**config.mk**
```make
export PLATFORM = sky130hd
export DESIGN_NAME = mem_port_arbiter
export DESIGN_NICKNAME = d
export VERILOG_FILES = /design/src/rtl/mem_port_arbiter.sv
export SDC_FILE = /design/constraint.sdc
export NUM_CORES = 1
export LEC_CHECK = 0
export ABC_CLOCK_PERIOD_IN_PS = 15000
export CAP_MARGIN = 20
export CORE_UTILIZATION = 45
export CTS_BUF_LIST = sky130_fd_sc_hd__clkbuf_16
export CTS_CLUSTER_SIZE = 28
export DETAILED_ROUTE_END_ITERATION = 7
export PLACE_DENSITY = 0.87
export SKIP_LAST_GASP = 1
export SLEW_MARGIN = 20
export SYNTH_ARGS = -nofsm -noshare
export SYNTH_HDL_FRONTEND = slang
export SYNTH_SLANG_ARGS = --single-unit
```
**constraint.sdc**
```tcl
create_clock -name clk_i -period 15 [get_ports clk_i]
set_clock_uncertainty 0.2 [all_clocks]
set_input_delay 3 -clock clk_i [delete_from_list [all_inputs] [get_ports clk_i]]
set_output_delay 3 -clock clk_i [all_outputs]
set_load 0.02 [all_outputs]
```
**src/rtl/mem_port_arbiter.sv**
```systemverilog
// Shares one req/ack memory port between instruction fetch and the data stage.
// Data has priority; fetch is forced through after STARVE_LIM consecutive data grants.
module mem_port_arbiter #(
  parameter int unsigned STARVE_LIM = 2
) (
  input  logic        clk_i,
  input  logic        rst_i,
  input  logic        if_req_i,
  input  logic [31:0] if_addr_i,
  output logic [31:0] if_rdata_o,
  output logic        if_ready_o,
  input  logic        dm_req_i,
  input  logic        dm_we_i,
  input  logic [31:0] dm_addr_i,
  input  logic [31:0] dm_wdata_i,
  output logic [31:0] dm_rdata_o,
  output logic        dm_ready_o,
  output logic        mem_req_o,
  output logic        mem_we_o,
  output logic [31:0] mem_addr_o,
  output logic [31:0] mem_wdata_o,
  input  logic [31:0] mem_rdata_i,
  input  logic        mem_ack_i,
  output logic        stall_if_o,
  output logic        stall_dm_o
);

  localparam int unsigned CntW = $clog2(STARVE_LIM + 1);
  localparam logic [CntW-1:0] CntMax = CntW'(STARVE_LIM);

  typedef enum logic [1:0] {StIdle, StFetch, StData} state_e;

  state_e          state_q, state_d;
  logic            mem_we_q, mem_we_d;
  logic [31:0]     mem_addr_q, mem_addr_d;
  logic [31:0]     mem_wdata_q, mem_wdata_d;
  logic [31:0]     if_rdata_q, if_rdata_d;
  logic [31:0]     dm_rdata_q, dm_rdata_d;
  logic            if_ready_q, if_ready_d;
  logic            dm_ready_q, dm_ready_d;
  logic [CntW-1:0] starve_q, starve_d;

  logic if_elig, dm_elig, grant_fetch, grant_data;

  // A requester whose ready is high this cycle is consuming its result, not asking again.
  assign if_elig     = if_req_i & ~if_ready_q;
  assign dm_elig     = dm_req_i & ~dm_ready_q;
  assign grant_fetch = if_elig & (~dm_elig | (starve_q == CntMax));
  assign grant_data  = dm_elig & ~grant_fetch;

  always_comb begin
    state_d     = state_q;
    mem_we_d    = mem_we_q;
    mem_addr_d  = mem_addr_q;
    mem_wdata_d = mem_wdata_q;
    if_rdata_d  = if_rdata_q;
    dm_rdata_d  = dm_rdata_q;
    if_ready_d  = 1'b0;
    dm_ready_d  = 1'b0;
    starve_d    = starve_q;
    unique case (state_q)
      StIdle: begin
        if (grant_fetch) begin
          state_d    = StFetch;
          mem_addr_d = if_addr_i;
          mem_we_d   = 1'b0;
          starve_d   = '0;
        end else if (grant_data) begin
          state_d     = StData;
          mem_addr_d  = dm_addr_i;
          mem_we_d    = dm_we_i;
          mem_wdata_d = dm_wdata_i;
          if (if_req_i) begin
            starve_d = (starve_q == CntMax) ? starve_q : starve_q + 1'b1;
          end else begin
            starve_d = '0;
          end
        end
      end
      StFetch: begin
        if (mem_ack_i) begin
          state_d    = StIdle;
          if_ready_d = 1'b1;
          if_rdata_d = mem_rdata_i;
        end
      end
      StData: begin
        if (mem_ack_i) begin
          state_d    = StIdle;
          dm_ready_d = 1'b1;
          if (!mem_we_q) begin
            dm_rdata_d = mem_rdata_i;
          end
        end
      end
      default: state_d = StIdle;
    endcase
  end

  always_ff @(posedge clk_i or posedge rst_i) begin
    if (rst_i) begin
      state_q     <= StIdle;
      mem_we_q    <= 1'b0;
      mem_addr_q  <= '0;
      mem_wdata_q <= '0;
      if_rdata_q  <= '0;
      dm_rdata_q  <= '0;
      if_ready_q  <= 1'b0;
      dm_ready_q  <= 1'b0;
      starve_q    <= '0;
    end else begin
      state_q     <= state_d;
      mem_we_q    <= mem_we_d;
      mem_addr_q  <= mem_addr_d;
      mem_wdata_q <= mem_wdata_d;
      if_rdata_q  <= if_rdata_d;
      dm_rdata_q  <= dm_rdata_d;
      if_ready_q  <= if_ready_d;
      dm_ready_q  <= dm_ready_d;
      starve_q    <= starve_d;
    end
  end

  assign mem_req_o   = (state_q != StIdle);
  assign mem_we_o    = mem_we_q & mem_req_o;
  assign mem_addr_o  = mem_addr_q;
  assign mem_wdata_o = mem_wdata_q;
  assign if_rdata_o  = if_rdata_q;
  assign dm_rdata_o  = dm_rdata_q;
  assign if_ready_o  = if_ready_q;
  assign dm_ready_o  = dm_ready_q;
  assign stall_if_o  = if_req_i & ~if_ready_q;
  assign stall_dm_o  = dm_req_i & ~dm_ready_q;

endmodule

```
# [Word level (Yosys, flattened, before mapping)]
# Cells that the tools add are included.
[word_totals] ff_bits=135 input_bits=134 elab_cells=52 out_inout_bits=134
[op_classes] n_eq_ne=6 mux=15 add_sub_neg=1 reduce_logical=10 bitwise=11
[ops] operator="32-bit two-way mux" count=2
[ops] operator="2-bit two-way mux" count=7
[ops] operator="3-bit AND reduction" count=3
[ops] operator="3-bit != test, second input constant" count=2
[ops] operator="2-bit AND reduction" count=3
[ops] operator="1-bit AND" count=5
[ops] operator="1-bit two-way mux" count=5
[ops] operator="1-bit NOT" count=5
[ops] operator="2-bit == test, second input constant" count=2
[ops] operator="2-bit one-hot mux with 2 select lines" count=1
[ops] operator="2-bit nonzero test" count=2
[ops] operator="2-bit by 1-bit adder with 2-bit output, second input constant" count=1
[ops] operator="2-bit by 1-bit == test with 1-bit output, second input constant" count=1
[ops] operator="2-bit logical NOT" count=1
[ops] operator="2-bit by 1-bit != test with 1-bit output, second input constant" count=1
[ops] operator="2-bit OR reduction" count=1
[ops] operator="1-bit bitwise OR" count=1

# [Longest topological paths before layout]
# Gate-level depths: netlist of run 1.
[logic_depth] word_depth=10 depth_mapped=7 ltp_nobuf=5

# [Worst setup path after synthesis of run 1]
# OpenSTA, ideal clock, no wires.
[synth_path] path_type="input -> output" from="in dm_req_i" to="out stall_dm_o" arrival_ns=3.386 stages=3 t_required_ns=11.800 path_slack_ns=8.414 cell_sequence="nand2b_1 buf_4 inv_2"
[synth_between] elab_chain_len=1
[synth_lines] item="start: declaration" line="12" text="input logic dm_req_i,"
[synth_lines] item="1-bit AND" line="133" text="assign stall_dm_o = dm_req_i & ~dm_ready_q;"
[synth_lines] item="end: declaration" line="25" text="output logic stall_dm_o"
# No other way between the ends.

# [Worst setup path in the final report of run 1]
[layout_path] from="in if_req_i" to="out stall_if_o"
[layout_between] elab_chain_len=1
[layout_lines] item="start: declaration" line="8" text="input logic if_req_i,"
[layout_lines] item="1-bit AND" line="132" text="assign stall_if_o = if_req_i & ~if_ready_q;"
[layout_lines] item="end: declaration" line="24" text="output logic stall_if_o,"
# No other way between the ends.

==> results of run 1 <==
-- sequential cells by signal, indices dropped and copies added (netlist names) --
register,cells
mem_addr_o,32
if_ready_o,1
state_q,2
dm_rdata_o,32
mem_we_q,1
starve_q,2
dm_ready_o,1
if_rdata_o,32
mem_wdata_o,32
-- kinds of logic after synthesis --
| logic type | after synthesis |
|---|---|
| AO/OA/AOI/OAI | 77 |
| flip-flops | 135 |
| buffers and inverters | 59 |
| AND/OR/NAND/NOR | 47 |
| adder cells (fa/ha/maj) | 4 |
| multiplexers | 96 |
-- worst max-delay path: cells and delay by family --
| family | cells | cell delay (ns) |
|---|---|---|
| buf+inv | 3 | 1.79 |
| simple gates | 1 | 0.56 |
-- cell type report --
cell class | instances | area [µm²]
Clock inverter | 15 | 98.8
Multi-Input combinational cell | 224 | 2080
Inverter | 26 | 103
Tap cell | 168 | 210
Fill cell | 814 | 3210
Sequential cell | 135 | 3380
Timing Repair Buffer | 272 | 2710
Clock buffer | 17 | 425
-- cell usage after synthesis, types with 2 or more instances --
master,count
a21o_1,2
mux2_2,91
buf_6,3
nor3_1,2
o21ai_0,19
and3_1,14
a221o_1,14
inv_1,24
buf_4,5
dfrtp_1,135
buf_1,3
mux2_1,5
and3b_1,19
buf_2,8
nand3_1,2
a221oi_1,18
nand2b_1,4
ha_1,4
clkbuf_1,14
nand2_1,2
a22oi_1,18
-- power breakdown --
part / switching, µW / leakage, µW / total [µW] / internal [µW]
Sequential: 102 / 0.00160 / 652 / 550
Combinational: 516 / 0.00204 / 1050 / 532
Clock: 151 / 0.000272 / 372 / 222
Total: 769 / 0.00392 / 2070 / 1300
-- how the worst min path moves through the flow --
| stage | startpoint | to | slack (ns) | cells past startpoint |
|---|---|---|---|---|
| after floorplan | starve_q[1]$_DFFE_PP0P_ | starve_q[1]$_DFFE_PP0P_ | 0.25 | 1 |
| after global placement | starve_q[1]$_DFFE_PP0P_ | starve_q[1]$_DFFE_PP0P_ | 0.26 | 1 |
| after detailed placement | mem_wdata_o[3]$_DFFE_PP0P_ | mem_wdata_o[3]$_DFFE_PP0P_ | 0.28 | 1 |
| after CTS | mem_wdata_o[3]$_DFFE_PP0P_ | mem_wdata_o[3]$_DFFE_PP0P_ | 0.29 | 1 |
| after global routing | starve_q[1]$_DFFE_PP0P_ | starve_q[1]$_DFFE_PP0P_ | 0.31 | 1 |
| final | mem_wdata_o[3]$_DFFE_PP0P_ | mem_wdata_o[3]$_DFFE_PP0P_ | 0.28 | 1 |
-- through the flow --
step | cell area (µm²) | total power (µW)
after floorplan | 5730 | 1210
after global placement | 8480 | 1660
after detailed placement | 8480 | 1700
after CTS | 9000 | 2090
after global routing | 9000 | 2170
final | 9000 | 2070
-- layer usage --
metal	wire length [µm]	global-route usage (%)	vias to the layer above
li1	-	-	2050
met1	6140	28.3	2247
met2	8460	45.1	214
met3	1680	11.1	47
met4	517	13.0	2
met5	17	0	-
==> results_tabular.tex, run 1 <==
\begin{tabular}{lr}
\hline
Metric & Value \\
\hline
\multicolumn{2}{l}{\textbf{Power and ir drop}} \\
PwrDens & 230 mW/mm² \\
Standby leakage power & 0.00392 µW \\
Peak ir drop on the vdd network & 0.000146 V \\
\multicolumn{2}{l}{\textbf{Routing}} \\
Remaining DRCs & 0 \\
Vias per std cell & 5.32 \\
Average wire per standard cell & 19.6 µm \\
Number of iterations in the first detailed-routing pass & 7 \\
Number of DRC violations after detailed-routing iteration 0 & 434 \\
Total wire length after detailed routing & 16.8 mm \\
Detail Route Antenna Nets & 0 \\
Vias after detailed routing & 4,560 \\
\multicolumn{2}{l}{\textbf{Worst setup path}} \\
Worst EP required & 11.80 ns \\
Cell-by-cell trace of the critical path & clkdlybuf4s50\_1 -> nand2b\_2 -> inv\_4 -> clkdlybuf4s50\_1 \\
Worst r2r path cells & 5 \\
Worst reg-to-reg setup slack & 11.96 ns \\
Worst r2r dst & mem\_wdata\_o[27]\$\_DFFE\_PP0P\_ \\
Slowest-stage cell, CP & clkdlybuf4s50\_1 \\
Source of the critical timing path & if\_req\_i \\
Arrival time worst endpoint & 5.37 ns \\
Element type at the critical path end & output port \\
Capturing instance or port of the critical path & stall\_if\_o \\
Max Fanout on Critical Path & 37 \\
Startpoint of the worst-slack reg-to-reg timing path & if\_ready\_o\$\_DFF\_PP0\_ \\
Startpoint-to-endpoint class of the critical path & in -> out \\
Largest stage delay on the critical path & 0.92 ns \\
CP Launch Type & primary input \\
Crit path top cell by count & clkdlybuf4s50\_1 \\
\multicolumn{2}{l}{\textbf{Global routing}} \\
Wire length of the first global-routing pass & 26.2 mm \\
Largest net degree at the start of global routing & 75 \\
Initial antenna violation count & 1 \\
Via count of the first global-routing pass & 4,971 \\
Total routing usage reported by global routing & 26.5\% \\
Sum of overflow across all layers after global routing & 0 \\
\multicolumn{2}{l}{\textbf{Synth}} \\
Register bit total from synthesis & 135 \\
Cell count after synthesis & 418 \\
Fraction of post-synthesis cell area in the top cell type by area & 59.0\% \\
Number of enable flip-flop cells after synthesis & 0 \\
Total number of yosys warnings & 0 \\
Post-synthesis adder-cell area fraction & 0.873\% \\
Net count of the mapped netlist & 556 \\
Synthesized area per cell & 13.7 µm² \\
Netlist cell types & 33 \\
Dominant register cell in the synthesized netlist & dfrtp\_1 \\
Xor/xnor cell area share of the yosys netlist & 0\% \\
Sequential element share of the synthesized area & 59.0\% \\
Share of cell area taken by muxes after synthesis & 18.9\% \\
Post-Syn Area & 0.00573 mm² \\
Share of synthesized registers carrying an async set or reset & 100\% \\
Combinational family with the most area after synthesis & multiplexers \\
Compound-gate portion of the synthesized area & 10.6\% \\
Cell type contributing the most total cell area after synthesis & dfrtp\_1 \\
Cell types occupying the most area after synthesis & dfrtp\_1 59\%, mux2\_2 18\%, and3b\_1 2.9\% \\
Simple-gate portion of the synthesized area & 5.94\% \\
\multicolumn{2}{l}{\textbf{STA}} \\
Share of the cycle needed by the critical path after routing & 57.1\% \\
Fin. max-slew vios & 0 \\
Worst hold slack & 0.283 ns \\
Upper clock frequency limit & 117 MHz \\
Setup ws final & 6.43 ns \\
Actual transition at the worst max-transition pin & 0.985 ns \\
Setup violators final & 0 \\
Number of hold-slack violations in the final timing report & 0 \\
Headroom to the max-slew limit & 34.0\% \\
RSZ-0062 raised after global routing & false \\
Post-route minimum period & 8.57 ns \\
Sum of negative setup slack & 0 ns \\
\multicolumn{2}{l}{\textbf{Floorplan}} \\
Number of ports placed on the die boundary & 268 \\
Number of cell rows & 40 \\
X dimension of the die & 115 µm \\
Die Area & 0.0132 mm² \\
Area of the placeable core & 0.0122 mm² \\
Starting density of the core & 46.9\% \\
DIE HEIGHT & 115 µm \\
\multicolumn{2}{l}{\textbf{Placement}} \\
Number of buffer cells added on primary ports & 267 \\
Global placement routability congestion & 0.813 \\
Pre-CTS setup slack & 6.17 ns \\
Half-perimeter wire length after placement & 11.6 mm \\
Total placed cells including tap cells & 825 \\
\multicolumn{2}{l}{\textbf{Clocking}} \\
TritonCTS sink count & 135 \\
\# H-tree levels & 4 \\
Cts bufs inserted & 17 \\
Hold\_buf cts & 0 \\
Root buf cell & clkbuf\_16 \\
Worst-path clk slew & 0.05 ns \\
Max clock buf depth & 2 \\
Post-CTS Setup Repair Bufs & 0 \\
CTS-repair resized insts & 0 \\
CTS tree & built \\
Source-to-sink clock delay at the later pin of the worst-skew pair & 0.42 ns \\
\multicolumn{2}{l}{\textbf{Cells and area}} \\
Share of final-layout standard cells stronger than drive strength 1 & 18.6\% \\
Leading cell types in the layout, fill and taps excluded & 267 x clkdlybuf4s50\_1, 135 x dfrtp\_1, 91 x mux2\_2 \\
Finished Layout Cells & 857 \\
Most common cell after layout, fill and taps aside & clkdlybuf4s50\_1 \\
Layout overhead on the synthesized area & 57.1\% \\
Post-layout net count & 814 \\
Diodes inserted & 0 \\
Layout Utilization & 73.7\% \\
\multicolumn{2}{l}{\textbf{Worst hold path}} \\
Path class of the lowest-slack min-delay path & reg -> reg \\
\multicolumn{2}{l}{\textbf{Flow run}} \\
Number of violations of the max-capacitance limit & 0 \\
\multicolumn{2}{l}{\textbf{Run status}} \\
Status & finished clean \\
\hline
\end{tabular}
Note: power is estimated with default switching activity, not from simulation.
==> inputs of run 2 (changes only) <==
- ABC_CLOCK_PERIOD_IN_PS: 15000 -> 6900
- CORE_UTILIZATION: 45 -> 37
- PLACE_DENSITY: 0.87 -> 0.76
- clock period: 15 -> 6.9 ns (I/O delays scaled with it)
==> results_tabular.tex, run 2 (same netlist as run 1, synthesis figures left out) <==
\begin{tabular}{lr}
\hline
Metric & Value \\
\hline
\multicolumn{2}{l}{\textbf{Floorplan}} \\
Area of the placeable core & 0.0151 mm² (+24\%) \\
DIE HEIGHT & 126 µm (+10\%) \\
Starting density of the core & 37.8\% (-9.1 points) \\
X dimension of the die & 126 µm (+10\%) \\
Number of cell rows & 45 (+13\%) \\
Die Area & 0.0160 mm² (+21\%) \\
Number of ports placed on the die boundary & 268 (unchanged) \\
\multicolumn{2}{l}{\textbf{Global routing}} \\
Sum of overflow across all layers after global routing & 0 (unchanged) \\
Total routing usage reported by global routing & 20.6\% (-5.8 points) \\
Wire length of the first global-routing pass & 25.4 mm (-3.0\%) \\
Via count of the first global-routing pass & 4,810 (-3.2\%) \\
Initial antenna violation count & 0 (-1) \\
Largest net degree at the start of global routing & 86 (+15\%) \\
\multicolumn{2}{l}{\textbf{STA}} \\
Setup violators final & 0 (unchanged) \\
Share of the cycle needed by the critical path after routing & 69.7\% \\
Headroom to the max-slew limit & 33.4\% (-0.57 points) \\
Fin. max-slew vios & 0 (unchanged) \\
Post-route minimum period & 4.81 ns \\
Upper clock frequency limit & 208 MHz \\
RSZ-0062 raised after global routing & false \\
Sum of negative setup slack & 0 ns (unchanged) \\
Actual transition at the worst max-transition pin & 0.994 ns (+0.00852 ns) \\
Number of hold-slack violations in the final timing report & 0 (unchanged) \\
\multicolumn{2}{l}{\textbf{Power and ir drop}} \\
Relative contribution of combinational cells to total power & 49.6\% (-1.0 points) \\
PwrDens & 501 mW/mm² (+120\%) \\
Internal power & 2890 µW (+120\%) \\
Switching power & 1660 µW (+120\%) \\
Seq pwr share & 30.9\% (-0.6 points) \\
Clock power share & 19.5\% (+1.5 points) \\
Sw frac & 36.6\% (-0.53 points) \\
Standby leakage power & 0.00393 µW (+0.34\%) \\
Peak ir drop on the vdd network & 0.000272 V (+87\%) \\
\multicolumn{2}{l}{\textbf{Worst setup path}} \\
Max Fanout on Critical Path & 20 (-46\%) \\
Cell-by-cell trace of the critical path & clkdlybuf4s50\_1 -> nand2b\_1 -> inv\_2 -> clkdlybuf4s50\_1 \\
Largest stage delay on the critical path & 0.63 ns (-0.29 ns) \\
Startpoint-to-endpoint class of the critical path & in -> out \\
Arrival time worst endpoint & 3.23 ns (-2.14 ns) \\
CP Launch Type & primary input \\
Slowest-stage cell, CP & clkdlybuf4s50\_1 \\
Worst EP required & 5.32 ns (-6.48 ns) \\
Crit path top cell by count & clkdlybuf4s50\_1 \\
Element type at the critical path end & output port \\
\multicolumn{2}{l}{\textbf{Cells and area}} \\
Diodes inserted & 0 (unchanged) \\
Most common cell after layout, fill and taps aside & clkdlybuf4s50\_1 \\
Finished Layout Cells & 877 (+2.3\%) \\
Filler cell count & 1,175 (+44\%) \\
Layout overhead on the synthesized area & 58.6\% \\
Post-layout net count & 814 (unchanged) \\
Leading cell types in the layout, fill and taps excluded & 267 x clkdlybuf4s50\_1, 135 x dfrtp\_1, 91 x mux2\_2 \\
Share of final-layout standard cells stronger than drive strength 1 & 19.7\% (+1.2 points) \\
Area of the multi-input gates & 0.00208 mm² (unchanged) \\
Combined flip-flop and latch cell area & 0.00338 mm² (unchanged) \\
\multicolumn{2}{l}{\textbf{Worst hold path}} \\
Path class of the lowest-slack min-delay path & reg -> reg \\
\multicolumn{2}{l}{\textbf{Clocking}} \\
TritonCTS sink count & 135 (unchanged) \\
Worst-path clk slew & 0.06 ns (about the same) \\
Source-to-sink clock delay at the later pin of the worst-skew pair & 0.41 ns (about the same) \\
Root buf cell & clkbuf\_16 \\
Cts bufs inserted & 17 (unchanged) \\
Hold\_buf cts & 0 (unchanged) \\
CTS-repair resized insts & 0 (unchanged) \\
\# H-tree levels & 4 (unchanged) \\
Post-CTS Setup Repair Bufs & 0 (unchanged) \\
Max clock buf depth & 2 (unchanged) \\
CTS tree & built \\
\multicolumn{2}{l}{\textbf{Routing}} \\
Vias per std cell & 5.16 (-3.1\%) \\
Number of iterations in the first detailed-routing pass & 4 (-3) \\
Vias after detailed routing & 4,521 (-0.86\%) \\
Number of DRC violations after detailed-routing iteration 0 & 231 (-47\%) \\
Total wire length after detailed routing & 16.0 mm (-4.6\%) \\
Remaining DRCs & 0 (unchanged) \\
Average wire per standard cell & 18.3 µm (-6.8\%) \\
Detail Route Antenna Nets & 0 (unchanged) \\
\multicolumn{2}{l}{\textbf{Placement}} \\
Total placed cells including tap cells & 845 (+2.4\%) \\
Global placement routability congestion & 0.830 (+2.0\%) \\
Number of buffer cells added on primary ports & 267 (unchanged) \\
Half-perimeter wire length after placement & 11.2 mm (-4.1\%) \\
\multicolumn{2}{l}{\textbf{Flow run}} \\
Number of violations of the max-capacitance limit & 0 (unchanged) \\
\multicolumn{2}{l}{\textbf{Run status}} \\
Status & finished clean \\
\hline
\end{tabular}
run 2: changes by cell type in the layout (fill, tap and decap cells not counted), sizes merged:
| cell | change |
|---|---|
| bufinv | +1 |
| clkinv | +2 |
| inv | -3 |
run 2: power groups by stage:
stage               sequential, µW  clock (µW)  combinational (µW)
floorplan                     1870           0                 761
global placement              1390           0                2220
detailed placement            1420           0                2270
CTS                           1410         903                2280
global route                  1460         932                2390
finish                        1410         885                2260
run 2: worst max-delay path, delay by kind of cell:
family | cells | cell delay, ns
and+or+nand+nor | 1 | 0.46
buffers and inverters | 3 | 1.39
run 2: layer usage:
metal	global-route usage, %	up-vias	part of all wire, %
met5	0	-	0
met4	9.57	0	2.8
met3	6.71	34	8.4
met2	33.9	211	50
met1	24.6	2232	39
li1	-	2044	-
run 2: layout make-up:
type / instances / area share (%)
inverters: 26 / 1.16
clock buffers: 17 / 4.68
repair buffers: 272 / 29.8
flip-flops and latches: 135 / 37.2
multi-input cells: 224 / 22.9
clock inverters: 15 / 1.68
well taps: 188 / 2.59
run 2: stage by stage:
stage                     hold slack (ns)  total power [µW]  instance area (µm²)  setup WS, ns  util [%]
after floorplan                     0.254              2630                 5730          1.71         -
after detailed placement            0.274              3680                 8510          2.12      56.2
final                               0.282              4550                 9090          2.09      60.0
after CTS                           0.286              4590                 9080          2.11      60.0
after global routing                0.305              4780                 9090          1.97      60.0
after global placement              0.263              3610                 8510          2.17      56.2
run 2: worst paths after layout:
kind | start | endpoint | slack [ns] | cells past startpoint
hold reg to reg | mem_wdata_o[0]$_DFFE_PP0P_ | mem_wdata_o[0]$_DFFE_PP0P_ | 0.28 | 1
min in group asynchronous | rst_i | mem_wdata_o[26]$_DFFE_PP0P_ | 1.29 | 2
setup / recovery | dm_req_i | stall_dm_o | 2.09 | 4
max in group asynchronous | rst_i | dm_rdata_o[30]$_DFFE_PP0P_ | 4.02 | 3
setup reg to reg | state_q[0]$_DFFE_PP0P_ | mem_wdata_o[14]$_DFFE_PP0P_ | 4.18 | 6
hold / removal | mem_wdata_o[0]$_DFFE_PP0P_ | mem_wdata_o[0]$_DFFE_PP0P_ | 0.28 | 1
==> inputs of run 3 (changes only) <==
- ABC_CLOCK_PERIOD_IN_PS: 6900 -> 4100
- clock period: 6.9 -> 4.1 ns (I/O delays scaled with it)
==> results_tabular.tex, run 3 (same netlist as run 1, synthesis figures left out) <==
\begin{tabular}{lr}
\hline
Metric & Value \\
\hline
\multicolumn{2}{l}{\textbf{Floorplan}} \\
DIE HEIGHT & 126 µm (unchanged) \\
Number of cell rows & 45 (unchanged) \\
Starting density of the core & 37.8\% (unchanged) \\
Number of ports placed on the die boundary & 268 (unchanged) \\
Die Area & 0.0160 mm² (unchanged) \\
X dimension of the die & 126 µm (unchanged) \\
Area of the placeable core & 0.0151 mm² (unchanged) \\
\multicolumn{2}{l}{\textbf{Placement}} \\
Pre-CTS setup slack & 0.764 ns (-1.36 ns) \\
Global placement routability congestion & 0.818 (-1.4\%) \\
Half-perimeter wire length after placement & 11.5 mm (+2.7\%) \\
Number of buffer cells added on primary ports & 267 (unchanged) \\
\multicolumn{2}{l}{\textbf{Cells and area}} \\
Diodes inserted & 0 (unchanged) \\
Share of final-layout standard cells stronger than drive strength 1 & 19.5\% (-0.23 points) \\
Layout overhead on the synthesized area & 59.0\% \\
Leading cell types in the layout, fill and taps excluded & 267 x clkdlybuf4s50\_1, 135 x dfrtp\_1, 91 x mux2\_2 \\
Filler cell count & 1,187 (+1.0\%) \\
Most common cell after layout, fill and taps aside & clkdlybuf4s50\_1 \\
Area of the multi-input gates & 0.00208 mm² (unchanged) \\
Layout Utilization & 60.1\% (+0.16 points) \\
Combined flip-flop and latch cell area & 0.00338 mm² (unchanged) \\
Post-layout net count & 818 (+0.49\%) \\
\multicolumn{2}{l}{\textbf{Global routing}} \\
Initial antenna violation count & 0 (unchanged) \\
Wire length of the first global-routing pass & 25.4 mm (+0.13\%) \\
Largest net degree at the start of global routing & 76 (-12\%) \\
Met3 capacity usage during global routing & 7.68\% (+0.97 points) \\
GRT Max-Usage Layer & met2 \\
Total routing usage reported by global routing & 20.5\% (-0.095 points) \\
Sum of overflow across all layers after global routing & 0 (unchanged) \\
Via count of the first global-routing pass & 4,973 (+3.4\%) \\
Met1 Track Usage GR & 22.6\% (-2.0 points) \\
GR Util met2 & 35.6\% (+1.7 points) \\
\multicolumn{2}{l}{\textbf{STA}} \\
Setup ws final & 0.749 ns (-1.34 ns) \\
Post-route minimum period & 3.35 ns \\
Share of the cycle needed by the critical path after routing & 81.7\% \\
Actual transition at the worst max-transition pin & 0.933 ns (-0.0607 ns) \\
Number of hold-slack violations in the final timing report & 0 (unchanged) \\
Worst hold slack & 0.288 ns (+0.00575 ns) \\
Setup violators final & 0 (unchanged) \\
Sum of negative setup slack & 0 ns (unchanged) \\
Upper clock frequency limit & 298 MHz \\
Headroom to the max-slew limit & 37.5\% (+4.1 points) \\
RSZ-0062 raised after global routing & false \\
Fin. max-slew vios & 0 (unchanged) \\
\multicolumn{2}{l}{\textbf{Flow run}} \\
Number of violations of the max-capacitance limit & 0 (unchanged) \\
\multicolumn{2}{l}{\textbf{Power and ir drop}} \\
Pwr Total & 7630 µW (+68\%) \\
Peak ir drop on the vdd network & 0.000450 V (+65\%) \\
PwrDens & 838 mW/mm² (+67\%) \\
Standby leakage power & 0.00393 µW (about the same) \\
\multicolumn{2}{l}{\textbf{Worst hold path}} \\
Path class of the lowest-slack min-delay path & reg -> reg \\
HP Start & mem\_wdata\_o[1]\$\_DFFE\_PP0P\_ \\
\multicolumn{2}{l}{\textbf{Clocking}} \\
CTS tree & built \\
Max clock buf depth & 2 (unchanged) \\
Worst-path clk slew & 0.05 ns (about the same) \\
Root buf cell & clkbuf\_16 \\
Hold\_buf cts & 0 (unchanged) \\
Source-to-sink clock delay at the later pin of the worst-skew pair & 0.41 ns (about the same) \\
Post-CTS Setup Repair Bufs & 0 (unchanged) \\
\# H-tree levels & 4 (unchanged) \\
Cts bufs inserted & 17 (unchanged) \\
CTS-repair resized insts & 0 (unchanged) \\
TritonCTS sink count & 135 (unchanged) \\
\multicolumn{2}{l}{\textbf{Routing}} \\
Average wire per standard cell & 18.2 µm (-0.32\%) \\
Vias after detailed routing & 4,507 (-0.31\%) \\
Remaining DRCs & 0 (unchanged) \\
Number of iterations in the first detailed-routing pass & 4 (unchanged) \\
Total wire length after detailed routing & 16.1 mm (about the same) \\
Number of DRC violations after detailed-routing iteration 0 & 239 (+3.5\%) \\
Vias per std cell & 5.12 (-0.65\%) \\
Detail Route Antenna Nets & 0 (unchanged) \\
\multicolumn{2}{l}{\textbf{Worst setup path}} \\
Arrival time worst endpoint & 2.33 ns (-0.90 ns) \\
Source of the critical timing path & dm\_req\_i \\
Worst reg-to-reg setup slack & 1.53 ns (-2.65 ns) \\
Worst EP required & 3.08 ns (-2.24 ns) \\
Max Fanout on Critical Path & 20 (unchanged) \\
Startpoint of the worst-slack reg-to-reg timing path & if\_ready\_o\$\_DFF\_PP0\_ \\
CP Launch Type & primary input \\
Element type at the critical path end & output port \\
Startpoint-to-endpoint class of the critical path & in -> out \\
\multicolumn{2}{l}{\textbf{Run status}} \\
Status & finished clean \\
\hline
\end{tabular}
==> run 3: layer usage <==
metal	part of all wire, %	routed length, µm
met5	0	0
met4	2.4	389
met3	8.0	1280
met2	51	8140
met1	39	6250
==> run 3: area by class of cell <==
type                            instances  area share [%]
Tap cell                              188            2.58
Clock buffer                           17            4.67
Clock inverter                         14            1.48
Timing Repair Buffer                  276            30.2
Multi-Input combinational cell        224            22.8
Sequential cell                       135            37.1
Inverter                               26            1.14
==> run 3: where the power goes <==
group	switching, µW	internal (µW)	total (µW)
combinational	1860	1960	3820
sequential	358	2010	2370
clock	562	883	1450
total	2780	4860	7630
==> run 3: worst paths after layout <==
kind	to	depth (start not counted)
worst max-delay path	stall_dm_o	5
min in group asynchronous	mem_wdata_o[18]$_DFFE_PP0P_	3
worst min-delay path	mem_wdata_o[1]$_DFFE_PP0P_	1
worst min register to register	mem_wdata_o[1]$_DFFE_PP0P_	1
max in group asynchronous	state_q[1]$_DFFE_PP0P_	3
worst max register to register	mem_wdata_o[18]$_DFFE_PP0P_	5
==> run 3: through the flow <==
stage | std cells | area [µm²]
2_1_floorplan | 418 | 5730
3_3_place_gp | 849 | 8550
3_5_place_dp | 849 | 8550
4_1_cts | 880 | 9110
5_1_grt | 880 | 9110
6_report | 880 | 9110
==> run 3: worst max-delay path: stages <==
cell	delay (ns)
clkdlybuf4s50_1	0.51
nand2b_1	0.06
buf_4	0.21
inv_2	0.12
clkdlybuf4s50_1	0.61
